**config.mk**
```make
export PLATFORM = sky130hd
export DESIGN_NAME = player_action_encoder
export DESIGN_NICKNAME = d
export VERILOG_FILES = /design/src/rtl/game_pkg.sv /design/src/rtl/player_action_encoder_btn_debounce.sv /design/src/rtl/player_action_encoder.sv
export SDC_FILE = /design/constraint.sdc
export NUM_CORES = 1
export LEC_CHECK = 0
export BUFFER_PORTS_ARGS = -buffer_cell sky130_fd_sc_hd__buf_2
export CORE_MARGIN = 1.5
export CORE_UTILIZATION = 50
export DETAILED_ROUTE_END_ITERATION = 10
export GPL_TIMING_DRIVEN = 0
export PLACE_DENSITY = 0.78
export SETUP_SLACK_MARGIN = 0.15
export SYNTH_ARGS = -nofsm -noshare
export SYNTH_HDL_FRONTEND = slang
export SYNTH_SLANG_ARGS = --single-unit
```
**constraint.sdc**
```tcl
create_clock -name CLK -period 2.99 [get_ports CLK]
set_clock_uncertainty 0.2 [all_clocks]
set_input_delay 0.299 -clock CLK [delete_from_list [all_inputs] [get_ports CLK]]
set_output_delay 0.299 -clock CLK [all_outputs]
set_load 0.02 [all_outputs]
```
**src/rtl/game_pkg.sv**
```systemverilog
// Shared game definitions: action bit indices, action masks, encoder states,
// and the fixed action priority used by the player action encoder.
package game_pkg;

  localparam int ACT_WIDTH = 6;

  // Bit positions inside the action word {J,MR,ML,W,P,K}
  localparam int ACT_J  = 5;
  localparam int ACT_MR = 4;
  localparam int ACT_ML = 3;
  localparam int ACT_W  = 2;
  localparam int ACT_P  = 1;
  localparam int ACT_K  = 0;

  typedef logic [ACT_WIDTH-1:0] action_t;

  localparam action_t ONEHOT_J  = action_t'(1) << ACT_J;
  localparam action_t ONEHOT_MR = action_t'(1) << ACT_MR;
  localparam action_t ONEHOT_ML = action_t'(1) << ACT_ML;
  localparam action_t ONEHOT_W  = action_t'(1) << ACT_W;
  localparam action_t ONEHOT_P  = action_t'(1) << ACT_P;
  localparam action_t ONEHOT_K  = action_t'(1) << ACT_K;

  // Press-triggered actions, held-level actions, attacks, and wait aborters
  localparam action_t MASK_EDGE   = ONEHOT_J | ONEHOT_W | ONEHOT_P | ONEHOT_K;
  localparam action_t MASK_LEVEL  = ONEHOT_MR | ONEHOT_ML;
  localparam action_t MASK_ATTACK = ONEHOT_P | ONEHOT_K;
  localparam action_t MASK_ABORT  = ONEHOT_J | ONEHOT_P | ONEHOT_K;

  typedef enum logic [1:0] {
    IDLE     = 2'd0,
    WAIT2    = 2'd1,
    COOLDOWN = 2'd2
  } enc_state_t;

  // Highest-priority candidate as a one-hot word: J > P > K > W > MR > ML
  function automatic action_t pick_first(input action_t cand);
    action_t res;
    res = '0;
    if (cand[ACT_J])       res = ONEHOT_J;
    else if (cand[ACT_P])  res = ONEHOT_P;
    else if (cand[ACT_K])  res = ONEHOT_K;
    else if (cand[ACT_W])  res = ONEHOT_W;
    else if (cand[ACT_MR]) res = ONEHOT_MR;
    else if (cand[ACT_ML]) res = ONEHOT_ML;
    return res;
  endfunction

endpackage

```
**src/rtl/player_action_encoder_btn_debounce.sv**
```systemverilog
// One button channel: two-flop synchroniser, consecutive-sample debounce
// counter, debounced level, and a one-cycle pulse when the level rises.
module btn_debounce #(
  parameter int DEBOUNCE_CYCLES = 4
) (
  input  logic CLK,
  input  logic RST,
  input  logic i_raw,
  output logic o_level,
  output logic o_rise
);

  localparam logic [3:0] LP_TARGET = 4'(DEBOUNCE_CYCLES);

  logic       r_sync0;
  logic       r_sync1;
  logic [3:0] r_cnt;
  logic       r_level;
  logic       r_rise;

  // Bring the raw button into the CLK domain
  always_ff @(posedge CLK or negedge RST) begin
    if (!RST) begin
      r_sync0 <= 1'b0;
      r_sync1 <= 1'b0;
    end else begin
      r_sync0 <= i_raw;
      r_sync1 <= r_sync0;
    end
  end

  // Count consecutive samples that disagree with the level; flip when the run is long enough
  always_ff @(posedge CLK or negedge RST) begin
    if (!RST) begin
      r_cnt   <= 4'd0;
      r_level <= 1'b0;
      r_rise  <= 1'b0;
    end else begin
      r_rise <= 1'b0;
      if (r_sync1 == r_level) begin
        r_cnt <= 4'd0;
      end else if (r_cnt == LP_TARGET - 4'd1) begin
        r_cnt   <= 4'd0;
        r_level <= r_sync1;
        r_rise  <= r_sync1;
      end else begin
        r_cnt <= r_cnt + 4'd1;
      end
    end
  end

  assign o_level = r_level;
  assign o_rise  = r_rise;

endmodule

```
**src/rtl/player_action_encoder.sv**
```systemverilog
// Per-player action encoder: debounces six buttons, latches press events,
// and on each game tick emits one action word chosen by priority while
// sequencing the two-tick wait and the attack cooldown.
module player_action_encoder
  import game_pkg::*;
#(
  parameter int DEBOUNCE_CYCLES = 4,
  parameter int COOLDOWN_TICKS  = 1
) (
  input  logic                 CLK,
  input  logic                 RST,
  input  logic                 tick,
  input  logic                 enable,
  input  logic [ACT_WIDTH-1:0] btn,
  output logic [ACT_WIDTH-1:0] action,
  output logic                 action_valid,
  output logic                 busy
);

  localparam logic [1:0] LP_CD = 2'(COOLDOWN_TICKS);

  logic [ACT_WIDTH-1:0] w_level;
  logic [ACT_WIDTH-1:0] w_rise;

  enc_state_t r_state;
  enc_state_t w_state_next;
  logic [1:0] r_cnt;
  logic [1:0] w_cnt_next;
  action_t    r_pend;
  action_t    w_pend_next;
  action_t    r_action;
  action_t    w_action_next;
  logic       r_valid;
  logic       w_valid_next;

  action_t w_held;
  action_t w_lvl_ok;
  action_t w_set;
  action_t w_avail;
  action_t w_cand;
  action_t w_pick;

  genvar gi;
  generate
    for (gi = 0; gi < ACT_WIDTH; gi++) begin : gen_db
      btn_debounce #(
        .DEBOUNCE_CYCLES(DEBOUNCE_CYCLES)
      ) u_db (
        .CLK    (CLK),
        .RST    (RST),
        .i_raw  (btn[gi]),
        .o_level(w_level[gi]),
        .o_rise (w_rise[gi])
      );
    end
  endgenerate

  // Eligibility, priority pick, pending bookkeeping and next state for this cycle
  always_comb begin
    // Movement is a held level; opposing directions cancel each other
    w_held   = w_level & MASK_LEVEL;
    w_lvl_ok = (w_held == MASK_LEVEL) ? '0 : w_held;

    // New presses; a W press during the wait is discarded
    w_set = w_rise & MASK_EDGE;
    if (r_state == WAIT2) w_set = w_set & ~ONEHOT_W;
    w_avail = r_pend | w_set;

    case (r_state)
      WAIT2:    w_cand = w_avail & MASK_ABORT;
      COOLDOWN: w_cand = (w_avail & ~MASK_ATTACK) | w_lvl_ok;
      default:  w_cand = w_avail | w_lvl_ok;
    endcase

    w_pick = pick_first(w_cand);
    // Without an aborting press the wait completes with its second W
    if (r_state == WAIT2 && w_pick == '0) w_pick = ONEHOT_W;

    w_state_next  = r_state;
    w_cnt_next    = r_cnt;
    w_pend_next   = w_avail;
    if (r_state == WAIT2) w_pend_next = w_pend_next & ~ONEHOT_W;
    w_valid_next  = 1'b0;
    w_action_next = '0;

    if (!enable) begin
      w_pend_next  = '0;
      w_state_next = IDLE;
      w_cnt_next   = 2'd0;
    end else if (tick) begin
      w_valid_next  = 1'b1;
      w_action_next = w_pick;
      w_pend_next   = w_pend_next & ~w_pick;
      if (w_pick[ACT_W] && r_state != WAIT2) begin
        // First W of a wait, also cutting any cooldown short
        w_state_next = WAIT2;
        w_cnt_next   = 2'd0;
      end else if ((w_pick & MASK_ATTACK) != '0) begin
        if (LP_CD != 2'd0) begin
          w_state_next = COOLDOWN;
          w_cnt_next   = LP_CD;
        end else begin
          w_state_next = IDLE;
          w_cnt_next   = 2'd0;
        end
      end else if (r_state == COOLDOWN) begin
        w_cnt_next = (r_cnt == 2'd0) ? 2'd0 : r_cnt - 2'd1;
        if (r_cnt <= 2'd1) w_state_next = IDLE;
      end else begin
        w_state_next = IDLE;
      end
    end
  end

  // State, cooldown count and pending presses
  always_ff @(posedge CLK or negedge RST) begin
    if (!RST) begin
      r_state <= IDLE;
      r_cnt   <= 2'd0;
      r_pend  <= '0;
    end else begin
      r_state <= w_state_next;
      r_cnt   <= w_cnt_next;
      r_pend  <= w_pend_next;
    end
  end

  // Register the tick decision so the action word appears the cycle after the tick
  always_ff @(posedge CLK or negedge RST) begin
    if (!RST) begin
      r_action <= '0;
      r_valid  <= 1'b0;
    end else begin
      r_action <= w_action_next;
      r_valid  <= w_valid_next;
    end
  end

  assign action       = r_action;
  assign action_valid = r_valid;
  assign busy         = enable && (r_state != IDLE);

endmodule

```
==> results of run 1 <==
## per-layer routing
metal  routed length, um  up-vias  global-route usage (%)
li1                    -      797                       -
met1                1774      763                   18.47
met2                1811       23                   26.45
met3                 146        8                   6.827
met4                  76        0                   9.091
met5                   0        -                       0
## per-stage QoR
stage,hold slack [ps],util (%),std cells,power (mW),setup WS [ps]
after global placement,132.0,56.70,291,1.489,1040
after floorplan,-196.6,-,208,1.398,1211
after CTS,78.95,62.48,314,2.284,1020
after global routing,91.54,62.74,315,2.389,910.2
after detailed placement,134.7,56.70,291,1.512,1040
final,91.47,62.74,315,2.250,1027
## kinds of logic (layout without fill, tap and decap cells)
family,after synthesis,count (layout),synth area share [%]
AOI/OAI and AO/OA,30,30,8.084
xor gates and xnor gates,12,12,4.066
adders and majority gates,9,9,4.356
buffers and inverters,8,48,1.355
DFF,63,63,60.99
muxes,6,6,2.565
and+or+nand+nor,80,80,18.59
## worst max path at each step
stage,cells past startpoint,end,start
floorplan,6,r_state[0]$_DFFE_PN0P_,r_state[0]$_DFFE_PN0P_
global placement,6,r_state[0]$_DFFE_PN0P_,r_state[0]$_DFFE_PN0P_
detailed placement,6,r_state[0]$_DFFE_PN0P_,r_state[1]$_DFFE_PN0P_
CTS,6,r_state[0]$_DFFE_PN0P_,r_state[1]$_DFFE_PN0P_
global route,6,r_state[0]$_DFFE_PN0P_,r_state[1]$_DFFE_PN0P_
finish,6,r_state[0]$_DFFE_PN0P_,r_state[1]$_DFFE_PN0P_
## report_power, final
group          internal [mW]  switching, mW
combinational          0.212          0.207
sequential             0.984         0.0910
clock                  0.454          0.301
## repair_timing
action | 4_1_cts | 5_1_grt
hold endpoints to repair | 7 | 63
hold buffers | 7 | 1
endpoints found under the setup margin | 0 | 0
## Yosys cell counts
library cell  count  area, um2
dfrtp_1          63       1577
nor2_1           12      45.04
a21oi_1          10      50.05
ha_1              9      112.6
nor2b_1           9      56.30
nand2_1           8      30.03
nand2b_1          8      50.05
nand3_1           8      40.04
nor3_1            7      35.03
nand3b_1          6      45.04
nor3b_1           6      45.04
xnor2_1           6      52.55
xor2_1            6      52.55
inv_1             5      18.77
mux2_2            5      56.30
and3b_1           4      35.03
o21ai_0           4      20.02
a21boi_1          2      15.01
a31oi_1           2      12.51
and2_1            2      12.51
and3_1            2      12.51
nand4_1           2      12.51
nand4b_1          2      17.52
o211ai_1          2      15.01
or2_2             2      12.51
a21o_1            1      7.510
a221o_1           1      10.01
a41oi_1           1      8.760
and2b_4           1      10.01
buf_2             1      5.000
buf_4             1      7.510
clkbuf_1          1      3.750
mux2i_1           1      10.01
nor4_4            1      21.27
o2111ai_1         1      8.760
o211a_4           1      17.52
o211ai_2          1      12.51
o21a_1            1      7.510
o21ba_2           1      10.01
o21bai_1          1      7.510
o22ai_1           1      6.260
## worst max-delay path: stages, from the launching register on
cell,delay (ps)
dfrtp_1,400
inv_1,80
ha_1,300
and2b_4,190
nor3_1,360
o22ai_1,140
o21a_1,180
## cell type report
class,count,area share (%)
plain buffers,3,0.5348
well taps,67,2.756
multi-input cells,137,32.00
inverters,5,0.6170
flip-flops and latches,63,51.83
clock inverters,2,1.234
clock buffers,14,5.677
repair buffers,24,5.348
## cell usage in the layout (no fill, tap or decap), types with 9 or more instances in the layout
cell type  synthesis  layout
ha_1               9       9
dfrtp_1           63      63
a21oi_1           10      10
buf_2              1      16
clkbuf_8           0      12
nor2_1            12      12
nor2b_1            9       9
## state kept, by name (all words and copies together) (netlist names)
name                 cells
action                   6
action_valid             1
gen_db.u_db.o_level      6
gen_db.u_db.o_rise       4
gen_db.u_db.r_cnt       24
gen_db.u_db.r_sync0      6
gen_db.u_db.r_sync1      6
r_cnt                    2
r_pend                   6
r_state                  2
==> results.md, run 1 <==
* Syn-to-layout area delta at 17.67%
* GP Congestion at 0.7273
* Antenna fix cells at 0
* Largest net degree at the start of global routing at 64
* Layout cell share with drive strength beyond 1 at 17.74%
* Initial antenna violation count at 0
* CP Max Fanout at 4
* Outcome: finished, final reports clean
* Reg2Reg Depth at 6
* CTS sink count at 63
* Synth cell types at 41
* Crit path arrival time at 1990 ps
* DRT iter0 DRCs at 62
* Fin nets at 262
* Hold depth at 3
* Initial core utilization at 53.32%
* Placeable Area at 4848 um2
* Worst Hold End: r_cnt[1]$_DFFE_PN0P_
* Synthesized area at 2585 um2
* Peak VDD IR at between 0.4 and 0.5 mV
* IO Port Bufs at 16
* RSZ-0062 raised after global routing: no
* CP endpoint kind: register
* Setup Fix Bufs, Post-CTS at 0
* Final setup fails at 0
* DIE AREA at around 5600 um2
* First-pass GRT wire length at 6637 um
* Pin slew with the least headroom to its limit at 746.7 ps
* Placement Cell Area at 2749 um2
* Ys Warns at 0
* Final Hold Vio Count at 0
* Antenna Violating Nets Remaining at 0
* Hold wc startpoint: enable
* Fin area at 3042 um2
* Reg area at approximately 1600 um2
* Synthesized area per cell at around 12 um2
* Worst skew pair latency at about 340 ps
* Worst min path class: input port to register
* Clock root buffer: clkbuf_8
* Leak at 1.402 nW
* Clock transition at path regs at 70 ps
* Tcrit/Tclk final at 65.66%
* Synthesized Nets at 227
* Final WL at 3808 um
* Max-slew violations at 0
* Grt ovf at 0
* Post-DP HPWL at about 2600 um
* Htree depth at 3
* Reg-to-Reg End: r_state[0]$_DFFE_PN0P_
* Clk buf depth at 2
* R2r startpoint: r_state[1]$_DFFE_PN0P_
* Synth Instances at between 200 and 250
* Die height at between 70 and 80 um
* Clock period minus worst slack at a little under 2000 ps
* Fmax at ~0.51 GHz
* CTS tree: yes
* Vias per inst at 5.051
* First-pass detailed-route iteration total at 4
* Die width at 74.90 um
* DR vias at 1591
* CTS Buf Count at 9
* Multi-input gate area at 973.4 um2
* Final routed DRC violation total at 0
* Slew HR at roughly 50%
* Vias in the first global route at 1570
* # resized after CTS at 0
* Total track usage at 16.40%
* Reg2Reg Setup Slack at about 1000 ps
* Final setup TNS at 0 ps
* CP Launch Type: register
* Rows at 25
* Maximum capacitance violations at 0
* Sequential fraction of the synthesis area at 60.99%
* Cell Pwr Density at 739.7 nW/um2
* Required time of the critical path at 3020 ps
* Routed len/inst at roughly 12 um
* Io pins at 18
* Synth Register Bits at 63
* Fill cells at 369
* Crit Path Class: register to register
Power figures use the tool's default switching activity.
==> inputs of run 2 (changes only) <==
==> constraint.sdc (replaced) <==
create_clock -name CLK -period 2 [get_ports CLK]
set_clock_uncertainty 0.2 [all_clocks]
set_input_delay 0.2 -clock CLK [delete_from_list [all_inputs] [get_ports CLK]]
set_output_delay 0.2 -clock CLK [all_outputs]
set_load 0.02 [all_outputs]
==> run 2 against run 1 <==
Sequential share of layout area is 1.5 points lower. Wire length is 5.8% higher. Power is 51% higher. Design area is 3.0% higher. Clock-buffer cell count stayed put. Critical path type unchanged. Via count is 2.5% higher. Cell count is 1.9% higher. Flip-flop and latch count stayed put. Sequential power is 49% higher. Highest routed layer unchanged.
==> results.md, run 2 (synthesis gave the netlist of run 1 again) <==
* Initial antenna violation count at 0
* Fmax at between 0.5 and 0.6 GHz
* Required time of the critical path at about 2000 ps
* Vias per inst at 5.078
* Antenna fix cells at 0
* Largest net degree at the start of global routing at 64
* Commonest non-fill, non-tap cell in the layout: dfrtp_1
* Reg with most FFs: gen_db.u_db.r_cnt
* Crit Path Class: register to register
* CP Launch Type: register
* Final setup fails at 0
* First-pass detailed-route iteration total at 4
* Htree depth at 3
* Internal power of the cells at approximately 2.5 mW
* Cell Pwr Density at 1085 nW/um2
* Leak at 1.437 nW
* Outcome: finished, final reports clean
* Crit path arrival time at approximately 1900 ps
* Layout cell share with drive strength beyond 1 at roughly 22%
* Total track usage at 16.55%
* Final Hold Vio Count at 0
* Grt ovf at 0
* Sw power at 0.9133 mW
* Final WL at approximately 4000 um
* Worst hold slack at about 92 ps
* Most frequent cells in the layout: dfrtp_1 (63), buf_2 (16), nor2_1 (12), clkbuf_8 (12), a21oi_1 (10)
* Initial core utilization at 53.32%
* Max reg flops at 24
* Worst skew pair latency at 340 ps
* Sw Ratio at a little over a quarter
* CTS tree: yes
* Comb power frac at between 10% and 20%
* Clk buf depth at 2
* Placeable Area at around 4800 um2
* Layout Utilization at 64.62%
* Maximum capacitance violations at 0
* DRT iter0 DRCs at 63
* CTS sink count at 63
* Syn-to-layout area delta at 21.20%
* Slew HR at 50.03%
* Peak VDD IR at 0.7116 mV
* Die height at 74.90 um
* Post-DP HPWL at 2584 um
* Antenna Violating Nets Remaining at 0
* Rows at 25
* Worst min path class: input port to register
* RSZ-0062 raised after global routing: yes
* Io pins at 18
* Clock period minus worst slack at 1831 ps
* Tcrit/Tclk final at 91.57%
* GP Congestion at a little over 0.7
* Final routed DRC violation total at 0
* Clock transition at path regs at approximately 60 ps
* Routed len/inst at 12.55 um
* CP endpoint kind: register
* Clock power frac at 33.3%
* DR vias at 1630
* Final setup TNS at 0 ps
* CTS Buf Count at 9
* Die width at 74.90 um
* Clock root buffer: clkbuf_8
* Reg power frac at 47.3%
* IO Port Bufs at 16
* Max-slew violations at 0
* DIE AREA at 5610 um2
* CP Max Fanout at 7
* First-pass GRT wire length at 6713 um
* Pin slew with the least headroom to its limit at 749.5 ps
* Vias in the first global route at between 1500 and 2000
* Fin nets at about 270
run 2: final timing paths:
path	start	endpoint	slack, ps	cells after the start
min in group asynchronous	RST	gen_db[0].u_db.r_cnt[2]$_DFF_PN0_	270	2
setup / recovery	r_state[0]$_DFFE_PN0P_	r_state[0]$_DFFE_PN0P_	170	6
hold / removal	enable	action_valid$_DFF_PN0_	90	3
setup reg to reg	r_state[0]$_DFFE_PN0P_	r_state[0]$_DFFE_PN0P_	170	6
max in group asynchronous	RST	gen_db[4].u_db.r_sync1$_DFF_PN0_	840	2
hold reg to reg	gen_db[5].u_db.r_sync0$_DFF_PN0_	gen_db[5].u_db.r_sync1$_DFF_PN0_	150	0
run 2: layer usage:
metal / share of wire, % / vias to the layer above / track usage (%)
met5: 0 / - / 0
met4: 1.9 / 0 / 9.091
met3: 4.0 / 8 / 6.827
met2: 49 / 25 / 26.75
met1: 45 / 786 / 18.65
li1: - / 811 / -
run 2: power by group through the flow:
stage | sequential [mW] | combinational (mW) | clock, mW
2_1_floorplan | 1.62 | 0.472 | 0
3_3_place_gp | 1.62 | 0.605 | 0
3_5_place_dp | 1.64 | 0.623 | 0
4_1_cts | 1.61 | 0.649 | 1.16
5_1_grt | 1.64 | 0.743 | 1.22
6_report | 1.61 | 0.658 | 1.13
run 2: timing repair:
item	in CTS	in global routing
pin swaps	1	0
resized for setup	1	7
endpoints found under the setup margin	5	5
setup buffers	2	3
endpoints found under the hold margin	13	63
hold buffers	8	1
run 2: through the flow:
step           total power [mW]  std cells  area (um2)  worst slack [ps]
6_report                  3.399        321        3133             168.6
3_3_place_gp              2.226        291        2749             49.65
3_5_place_dp              2.260        291        2749             49.84
2_1_floorplan             2.090        208        2585             221.1
4_1_cts                   3.423        317        3059             155.6
5_1_grt                   3.602        321        3133             129.0
run 2: worst max-delay path: stages (launching register included):
cell	delay (ps)
dfrtp_1	430
inv_2	110
ha_4	200
and2b_4	180
o211a_4	260
and3_1	170
o21a_1	170
run 2: layout make-up:
class	count	area, um2
Sequential cell	63	1577
Timing Repair Buffer	30	210.2
Multi-Input combinational cell	137	1017
Buffer	3	16.27
Tap cell	67	83.83
Fill cell	368	1715
Clock inverter	2	37.54
Clock buffer	14	172.7
Inverter	5	18.77
==> inputs of run 3 (changes only) <==
--- a/config.mk
+++ b/config.mk
@@ -10,7 +10,7 @@
 export CORE_UTILIZATION = 50
 export DETAILED_ROUTE_END_ITERATION = 10
 export GPL_TIMING_DRIVEN = 0
-export PLACE_DENSITY = 0.78
+export PLACE_DENSITY = 0.72
 export SETUP_SLACK_MARGIN = 0.15
 export SYNTH_ARGS = -nofsm -noshare
 export SYNTH_HDL_FRONTEND = slang
==> run 3 against run 2 <==
Flip-flop and latch count is the same. Die area is the same. First-iteration DRC count grew 71%. Maximum frequency shrank 0.18%. Power shrank 2.7%. Cell count shrank 0.31%. Via count shrank 1.5%. Clock-buffer cell count shrank 1. Utilization shrank 0.36 points. Clock power shrank 9%. Worst hold slack lost 3.1 ps. Global-route usage shrank 0.40 points. Largest power group unchanged.
==> results.md, run 3 (synthesis gave the netlist of run 1 again) <==
* Met1 WL at 1942 um
* Crit path arrival time at 1850 ps
* Fmax at 0.5451 GHz
* Die width at 74.90 um
* Clock period minus worst slack at roughly 1800 ps
* Reg2Reg Setup Slack at about 170 ps
* DRT iter0 DRCs at 108
* Final routed DRC violation total at 0
* Cell Pwr Density at between 1000 and 1500 nW/um2
* Final setup fails at 0
* Antenna fix cells at 0
* Placeable Area at 4848 um2
* Worst skew pair latency at 330 ps
* Slowest-stage cell, CP: dfrtp_1
* Max reg flops at 24
* Worst min path class: input port to register
* Crit. Startpoint: r_state[0]$_DFFE_PN0P_
* Io pins at 18
* Clock root buffer: clkbuf_8
* Peak VDD IR at 0.4896 mV
* IO Port Bufs at 16
* DIE AREA at 5610 um2
* Layout Utilization at 64.26%
* Die height at roughly 75 um
* WL met2 at 1886 um
* Total track usage at ~16%
* Outcome: finished, final reports clean
* Clk buf depth at 2
* Routed len/inst at 12.57 um
* DR vias at 1606
* CTS Buf Count at 9
* Clock transition at path regs at 60 ps
* Pin slew with the least headroom to its limit at a little under 800 ps
* Fill cells at 386
* Placement Cell Area at 2749 um2
* Final Hold Vio Count at 0
* Slew HR at around 50%
* Crit-path max cell delay at approximately 400 ps
* Routed wl met3 at between 100 and 150 um
* CP Launch Type: register
* Final WL at roughly 4000 um
* Grt ovf at 0
* Highest routed layer: met4
* First-pass GRT wire length at roughly 6600 um
* Initial antenna violation count at 0
* Final setup TNS at 0 ps
* First-pass detailed-route iteration total at 4
* Fin area at 3115 um2
* CTS sink count at 63
* Crit-path cells: inv_1, ha_4, and2b_4, o211a_4, and3_4, o21a_1
* Hold wc startpoint: enable
* Vias in the first global route at 1491
* Layout cell share with drive strength beyond 1 at 22.53%
* Pwr Total at about 3.3 mW
* Crit Path Class: register to register
* Vias per inst at 5.019
* Largest net degree at the start of global routing at 64
* Antenna Violating Nets Remaining at 0
* Reg with most FFs: gen_db.u_db.r_cnt
* Required time of the critical path at a little over 2000 ps
* Commonest non-fill, non-tap cell in the layout: dfrtp_1
* Rows at 25
* CTS tree: yes
* Tcrit/Tclk final at 91.73%
* Max-slew violations at 0
* Initial core utilization at 53.32%
* Maximum capacitance violations at 0
* GP Congestion at 0.7477
* R2r startpoint: r_state[0]$_DFFE_PN0P_
* Fin nets at 267
* Leak at 1.429 nW
* Syn-to-layout area delta at 20.52%
* Post-DP HPWL at 2563 um
* Htree depth at 3
* Worst hold slack at 88.49 ps
* RSZ-0062 raised after global routing: yes
* CP Max Fanout at 6
* CP endpoint kind: register
* Most frequent cells in the layout: dfrtp_1 (63), buf_2 (16), clkbuf_8 (13)
-- run 3: repair_timing --
action	in CTS	in global routing
gates resized for setup	1	8
hold buffers	8	1
buffers inserted	2	2
endpoints found under the hold margin	12	63
endpoints found under the setup margin	5	5
pin swaps	0	2
-- run 3: path summary, 6_finish.rpt --
kind / endpoint / cells after the start
max: r_state[0]$_DFFE_PN0P_ / 6
min: action_valid$_DFF_PN0_ / 3
max reg2reg: r_state[0]$_DFFE_PN0P_ / 6
min reg2reg: gen_db[0].u_db.r_sync1$_DFF_PN0_ / 0
max in group asynchronous: gen_db[4].u_db.r_sync0$_DFF_PN0_ / 2
min in group asynchronous: gen_db[1].u_db.r_cnt[3]$_DFF_PN0_ / 2
-- run 3: final cells by class --
type                            instances  area [um2]  area share (%)
Timing Repair Buffer                   29       202.7           6.506
Buffer                                  3       16.27          0.5221
Tap cell                               67       83.83           2.691
Clock buffer                           13       178.9           5.743
Sequential cell                        63        1577           50.60
Multi-Input combinational cell        137        1023           32.85
Clock inverter                          3       15.01          0.4819
Inverter                                5       18.77          0.6024
-- run 3: through the flow --
step                setup slack, ps  cells
floorplan                     221.1    208
global placement              5.725    291
detailed placement            3.513    291
CTS                           127.5    317
global route                  129.4    320
finish                        165.4    320
-- run 3: power by group --
| group | leakage [nW] | switching [mW] | internal, mW |
|---|---|---|---|
| clock network | 0.105 | 0.456 | 0.579 |
| logic | 0.498 | 0.327 | 0.339 |
| registers | 0.826 | 0.136 | 1.47 |
-- run 3: per-layer routing --
layer  track usage [%]  vias to the layer above
li1                  -                      806
met5                 0                        -
met4             9.697                        0
met1             20.74                      767
met2             24.48                       23
met3             4.418                       10
-- run 3: critical path: cells and delay by family (launching register included) --
kind	cells	cell delay (ps)
compound gates	2	420
fa+ha+maj	1	220
flops	1	400
simple gates	2	370
buf+inv	1	130
